$ cat config.mk
export PLATFORM = sky130hd
export DESIGN_NAME = spi_servo_cmd_parser
export DESIGN_NICKNAME = d
export VERILOG_FILES = /design/src/rtl/spi_servo_cmd_parser.sv
export SDC_FILE = /design/constraint.sdc
export NUM_CORES = 1
export LEC_CHECK = 0
export ABC_CLOCK_PERIOD_IN_PS = 2700
export BUFFER_PORTS_ARGS = -buffer_cell sky130_fd_sc_hd__buf_2
export CAP_MARGIN = 0
export CELL_PAD_IN_SITES_DETAIL_PLACEMENT = 1
export CELL_PAD_IN_SITES_GLOBAL_PLACEMENT = 1
export CORE_MARGIN = 5
export CORE_UTILIZATION = 47
export DETAILED_ROUTE_END_ITERATION = 8
export PLACE_DENSITY_LB_ADDON = 0.12
export RECOVER_POWER = 50
export SKIP_LAST_GASP = 1
export SLEW_MARGIN = 30
export SYNTH_ARGS = -nofsm -noshare
export SYNTH_HDL_FRONTEND = slang
export SYNTH_SLANG_ARGS = --single-unit
$ cat constraint.sdc
create_clock -name clk -period 2.7 [get_ports clk]
set_clock_uncertainty 0.2 [all_clocks]
set_input_delay 0 -clock clk [delete_from_list [all_inputs] [get_ports clk]]
set_output_delay 0 -clock clk [all_outputs]
set_load 0.05 [all_outputs]
$ cat src/rtl/spi_servo_cmd_parser.sv
`default_nettype none
// ============================================================================
// Module      : spi_servo_cmd_parser
// Description : Frames 5-byte servo commands (header, id, pos_hi, pos_lo,
//               xor checksum) received from the SPI slave byte engine,
//               validates them, clamps the position and issues a one-cycle
//               servo write. Reports a status byte back to the SPI engine.
// Revision    : 1.0 - initial release
// ============================================================================
module spi_servo_cmd_parser #(
  parameter int          NUM_SERVO = 18,
  parameter logic [15:0] POS_MIN   = 16'd500,
  parameter logic [15:0] POS_MAX   = 16'd2500,
  parameter logic [23:0] TIMEOUT   = 24'd500000,
  parameter logic [7:0]  HEADER    = 8'hA5
) (
  input  logic        clk,
  input  logic        rst_n,
  input  logic        ncs_i,
  input  logic [7:0]  rx_data_i,
  input  logic        rx_done_i,
  output logic [7:0]  tx_data_o,
  output logic        tx_call_o,
  output logic        servo_wr_o,
  output logic [4:0]  servo_id_o,
  output logic [15:0] servo_pos_o,
  output logic [7:0]  err_cnt_o
);

  typedef enum logic [2:0] {
    S_HDR = 3'd0,
    S_ID  = 3'd1,
    S_PH  = 3'd2,
    S_PL  = 3'd3,
    S_CK  = 3'd4
  } state_t;

  localparam logic [7:0] C_ID_LIMIT = 8'(NUM_SERVO);

  state_t      state_q;
  logic [2:0]  cs_sync_q;
  logic [7:0]  id_q;
  logic [7:0]  pos_hi_q;
  logic [7:0]  pos_lo_q;
  logic [7:0]  ck_q;
  logic [23:0] to_cnt_q;
  logic [3:0]  pkt_cnt_q;
  logic [7:0]  tx_data_q;
  logic        tx_call_q;
  logic        servo_wr_q;
  logic [4:0]  servo_id_q;
  logic [15:0] servo_pos_q;
  logic [7:0]  err_cnt_q;

  logic        cs_t;
  logic [15:0] pos_raw;
  logic [15:0] pos_clamped;
  logic        id_ok;
  logic        ck_ok;
  logic        to_hit;
  logic [7:0]  err_cnt_inc;
  logic [3:0]  pkt_cnt_inc;

  assign cs_t        = cs_sync_q[2];
  assign pos_raw     = {pos_hi_q, pos_lo_q};
  assign pos_clamped = (pos_raw < POS_MIN) ? POS_MIN :
                       (pos_raw > POS_MAX) ? POS_MAX : pos_raw;
  assign id_ok       = (id_q < C_ID_LIMIT);
  assign ck_ok       = (rx_data_i == ck_q);
  assign to_hit      = (to_cnt_q == (TIMEOUT - 24'd1));
  // Rejected-frame counter sticks at 255 instead of wrapping.
  assign err_cnt_inc = (err_cnt_q == 8'hFF) ? err_cnt_q : (err_cnt_q + 8'd1);
  assign pkt_cnt_inc = pkt_cnt_q + 4'd1;

  // Three-flop synchroniser for the raw chip select; idles deselected.
  always_ff @(posedge clk or negedge rst_n) begin
    if (!rst_n) begin
      cs_sync_q <= 3'b111;
      tx_call_q <= 1'b0;
    end else begin
      cs_sync_q <= {cs_sync_q[1:0], ncs_i};
      tx_call_q <= ~cs_t;
    end
  end

  // Frame FSM with timeout, checking, clamping and registered outputs.
  always_ff @(posedge clk or negedge rst_n) begin
    if (!rst_n) begin
      state_q     <= S_HDR;
      id_q        <= 8'd0;
      pos_hi_q    <= 8'd0;
      pos_lo_q    <= 8'd0;
      ck_q        <= 8'd0;
      to_cnt_q    <= 24'd0;
      pkt_cnt_q   <= 4'd0;
      tx_data_q   <= 8'd0;
      servo_wr_q  <= 1'b0;
      servo_id_q  <= 5'd0;
      servo_pos_q <= 16'd0;
      err_cnt_q   <= 8'd0;
    end else begin
      servo_wr_q <= 1'b0;
      if (cs_t) begin
        // Deselect drops any partial frame silently; a byte in this cycle is lost.
        state_q  <= S_HDR;
        to_cnt_q <= 24'd0;
      end else if (rx_done_i) begin
        // A received byte always beats a simultaneous timer expiry.
        to_cnt_q <= 24'd0;
        case (state_q)
          S_HDR: begin
            if (rx_data_i == HEADER) begin
              state_q <= S_ID;
            end
          end
          S_ID: begin
            id_q    <= rx_data_i;
            ck_q    <= rx_data_i;
            state_q <= S_PH;
          end
          S_PH: begin
            pos_hi_q <= rx_data_i;
            ck_q     <= ck_q ^ rx_data_i;
            state_q  <= S_PL;
          end
          S_PL: begin
            pos_lo_q <= rx_data_i;
            ck_q     <= ck_q ^ rx_data_i;
            state_q  <= S_CK;
          end
          S_CK: begin
            state_q <= S_HDR;
            if (ck_ok && id_ok) begin
              servo_wr_q  <= 1'b1;
              servo_id_q  <= id_q[4:0];
              servo_pos_q <= pos_clamped;
              pkt_cnt_q   <= pkt_cnt_inc;
              tx_data_q   <= {4'b1000, pkt_cnt_inc};
            end else if (!ck_ok) begin
              // Checksum failure takes precedence when both checks fail.
              err_cnt_q <= err_cnt_inc;
              tx_data_q <= {4'b0100, pkt_cnt_q};
            end else begin
              err_cnt_q <= err_cnt_inc;
              tx_data_q <= {4'b0010, pkt_cnt_q};
            end
          end
          default: begin
            state_q <= S_HDR;
          end
        endcase
      end else if (state_q != S_HDR) begin
        if (to_hit) begin
          state_q   <= S_HDR;
          to_cnt_q  <= 24'd0;
          err_cnt_q <= err_cnt_inc;
          tx_data_q <= {4'b0001, pkt_cnt_q};
        end else begin
          to_cnt_q <= to_cnt_q + 24'd1;
        end
      end
    end
  end

  assign tx_data_o   = tx_data_q;
  assign tx_call_o   = tx_call_q;
  assign servo_wr_o  = servo_wr_q;
  assign servo_id_o  = servo_id_q;
  assign servo_pos_o = servo_pos_q;
  assign err_cnt_o   = err_cnt_q;

endmodule
`default_nettype wire

==> flow_metrics.tcl <==
set metrics [dict create \
    status "finished, final reports clean" \
    drt_iter0_markers 195 \
    core_region_area_um2 10200 \
    synth-seq-area-share 0.537 \
    syn-mean-instance-area_um2 10.9 \
    layout_worst_path_cycle_share 0.880 \
    synth.net_count 466 \
    static-leakage-power_nw 2.57 \
    row_cnt 37 \
    clock_buffers_created_by_tritoncts 9 \
    starting_density_of_the_core 0.479 \
    number_of_buffers_and_inverters_on_the_critical_path 1 \
    area_overhead_of_the_layout_relative_to_synthesis_pct 15.0 \
    ant_nets 0 \
    numPortBuffers 50 \
    drt-pass1-iter-count 4 \
    synth_cells 451 \
    numClockSinks 105 \
    timing.slew.headroom 0.325 \
    cp_max_fo 6 \
    hold_viol 0 \
    cpLargestDelayFamily "simple AND/OR/NAND/NOR gates" \
    crit_chain "nor4_1 -> and4_1 -> a31oi_2 -> buf_4 -> nor4_2 -> xor2_1" \
    ioPinCount 51 \
    yosys.area.top_type "dfrtp_1" \
    dominantRegCellSynth "dfrtp_1" \
    tightestPinTransition_ns 1.01 \
    power.density_cell_area_nw_per_um2 496 \
    start_kind "flip-flop" \
    groute.usage.overall 0.196 \
    required_ns 2.79 \
    path_clk_slew_ns 0.10 \
    netlist_area_um2 4900 \
    final_setup_violation_count 0 \
    timing.critical_path.arrival_ns 2.47 \
    grt_start_max_net_pins 65 \
    n_antenna_cell 0 \
    unrepaired_setup_endpoints_after_global_routing "no" \
    async_flop_share 1.00 \
    maximum_level_of_the_cts_h_tree 3 \
    postCtsResizedCells 0 \
    hpwl_um 8270 \
    gp_congestion 0.812 \
    die-width_um 112 \
    max-vdd-ir-drop_mv 0.268 \
    global_route_wire_length_before_repair_um 20100 \
    fill_cells 1162 \
    worstSkewPairLatency_ns 0.37 \
    worst_hold_path_type "in2reg" \
    cpPeakStageDelay_ns 0.42 \
    report.final.slew_viol_count 0 \
    route.detailed.drc 0 \
    maximum_frequency_from_static_timing_analysis_mhz 421 \
    die_area_um2 12600 \
    post_synth_main_area_contributors "dfrtp_1, mux2_2, nand2_1" \
    p_total_mw 2.80 \
    final_nets 537 \
    cp-end-kind "flip-flop" \
    cts_tree "yes" \
    synth.top_cells.by_count "dfrtp_1, nand2_1, nor2_1, xor2_1, mux2_2" \
    number_of_global_route_vias_before_repair 3940 \
    stdcell_area_um2 5640 \
    multi_input_comb_area_um2 2160 \
    synth-warning-count 0 \
    cap_viol_max_count 0 \
    worst-setup-path-type "reg2reg" \
    post-route-min-period_ns 2.38 \
    cts.path.max_buffers 2 \
    post_drt_wl_per_cell_um 17.4 \
    fp.dieH_um 112 \
    dpl-instance-area_um2 5360 \
    synth_most_common_cell "dfrtp_1" \
    ys_seq_elements 105 \
    routed_via_count 3643 \
    leftover_overflow_at_the_end_of_global_routing 0 \
    drive_above_1_share 0.173 \
    route.detailed.vias_per_inst 5.49 \
    netlist-cell-type-count 61 \
    post-synth-top-area-fraction 0.521 \
    critPathSlowestCell "dfrtp_1" \
    area.sequential_um2 2630 \
    number_of_antenna_violations_at_the_first_check_in_global_routing 0 \
    wirelength_um 11500 \
    tns_ns 0 \
    number_of_enable_flip_flop_cells_after_synthesis 0 \
    cts_root_buf "clkbuf_8" \
]
power breakdown:
part           internal [mW]  total [mW]  switching (mW)
clock                  0.482       0.996           0.514
sequential              1.59        1.61          0.0176
combinational         0.0561       0.190           0.134
total                   2.13        2.80           0.666
repair_timing:
item | in CTS | in global routing
hold buffers | 13 | 0
setup buffers | 0 | 0
endpoints found under the hold margin | 139 | 0
setup endpoints to repair | 0 | 0
sequential cells by signal, indices dropped and copies added, names as in the netlist:
register / cells
pos_lo_q: 8
tx_data_o: 8
cs_sync_q: 3
pkt_cnt_q: 4
id_q: 8
err_cnt_o: 8
ck_q: 8
to_cnt_q: 24
state_q: 3
pos_hi_q: 8
servo_wr_o: 1
tx_call_o: 1
servo_id_o: 5
servo_pos_o: 16
per-layer routing:
layer | vias to the layer above | global-route usage | share of wire
li1 | 1732 | - | -
met5 | - | 0 | 0
met3 | 12 | 0.0350 | 0.029
met2 | 62 | 0.306 | 0.47
met4 | 0 | 0.0593 | 0.012
met1 | 1837 | 0.279 | 0.49
layout make-up:
type                    count  share of cell area
repair buffers             77              0.0795
inverters                   6             0.00400
flip-flops and latches    105               0.467
clock inverters             2             0.00666
well taps                 136              0.0302
multi-input cells         323               0.384
clock buffers              14              0.0289
layout by cell type, fill, tap and decap left out, drive strengths merged, types with 12 or more instances in the layout:
cell type	Yosys	routed
nand2	63	63
nand3	19	19
dfrtp	102	102
xnor2	15	15
nor3	14	14
nand4	12	12
clkbuf	8	51
a21oi	12	12
and3	13	13
xor2	27	27
nor2	30	30
buf	9	28
dlygate4sd3	0	12
o21ai	16	16
mux2	26	26
path summary, 6_finish.rpt:
check,start,endpoint,slack (ns),cells past startpoint
max,to_cnt_q[20],err_cnt_o[6],0.32,6
min,ncs_i,cs_sync_q[0],0.07,2
max reg2reg,to_cnt_q[20],err_cnt_o[6],0.32,6
min reg2reg,cs_sync_q[0],cs_sync_q[1],0.17,0
max in group asynchronous,rst_n,to_cnt_q[9],0.73,4
min in group asynchronous,rst_n,pos_hi_q[2],0.66,4
logic make-up (layout without fill, tap and decap cells):
kind of cell / after synthesis / after routing / share of synthesized area
fa+ha+maj: 3 / 3 / 0.00766
simple gates: 197 / 197 / 0.223
mux: 27 / 27 / 0.0618
xor+xnor: 42 / 42 / 0.0751
buf+inv: 23 / 99 / 0.0227
compound gates: 54 / 54 / 0.0728
flops: 105 / 105 / 0.537
stage by stage:
stage	hold slack (ns)	utilization	setup slack, ns	instances
floorplan	-0.496	-	0.441	451
global placement	-0.175	0.524	0.409	634
detailed placement	-0.171	0.524	0.343	634
CTS	0.0500	0.557	0.320	663
global route	0.0569	0.551	0.194	663
finish	0.0728	0.551	0.324	663
No activity file was read; power rests on OpenSTA's default activity.
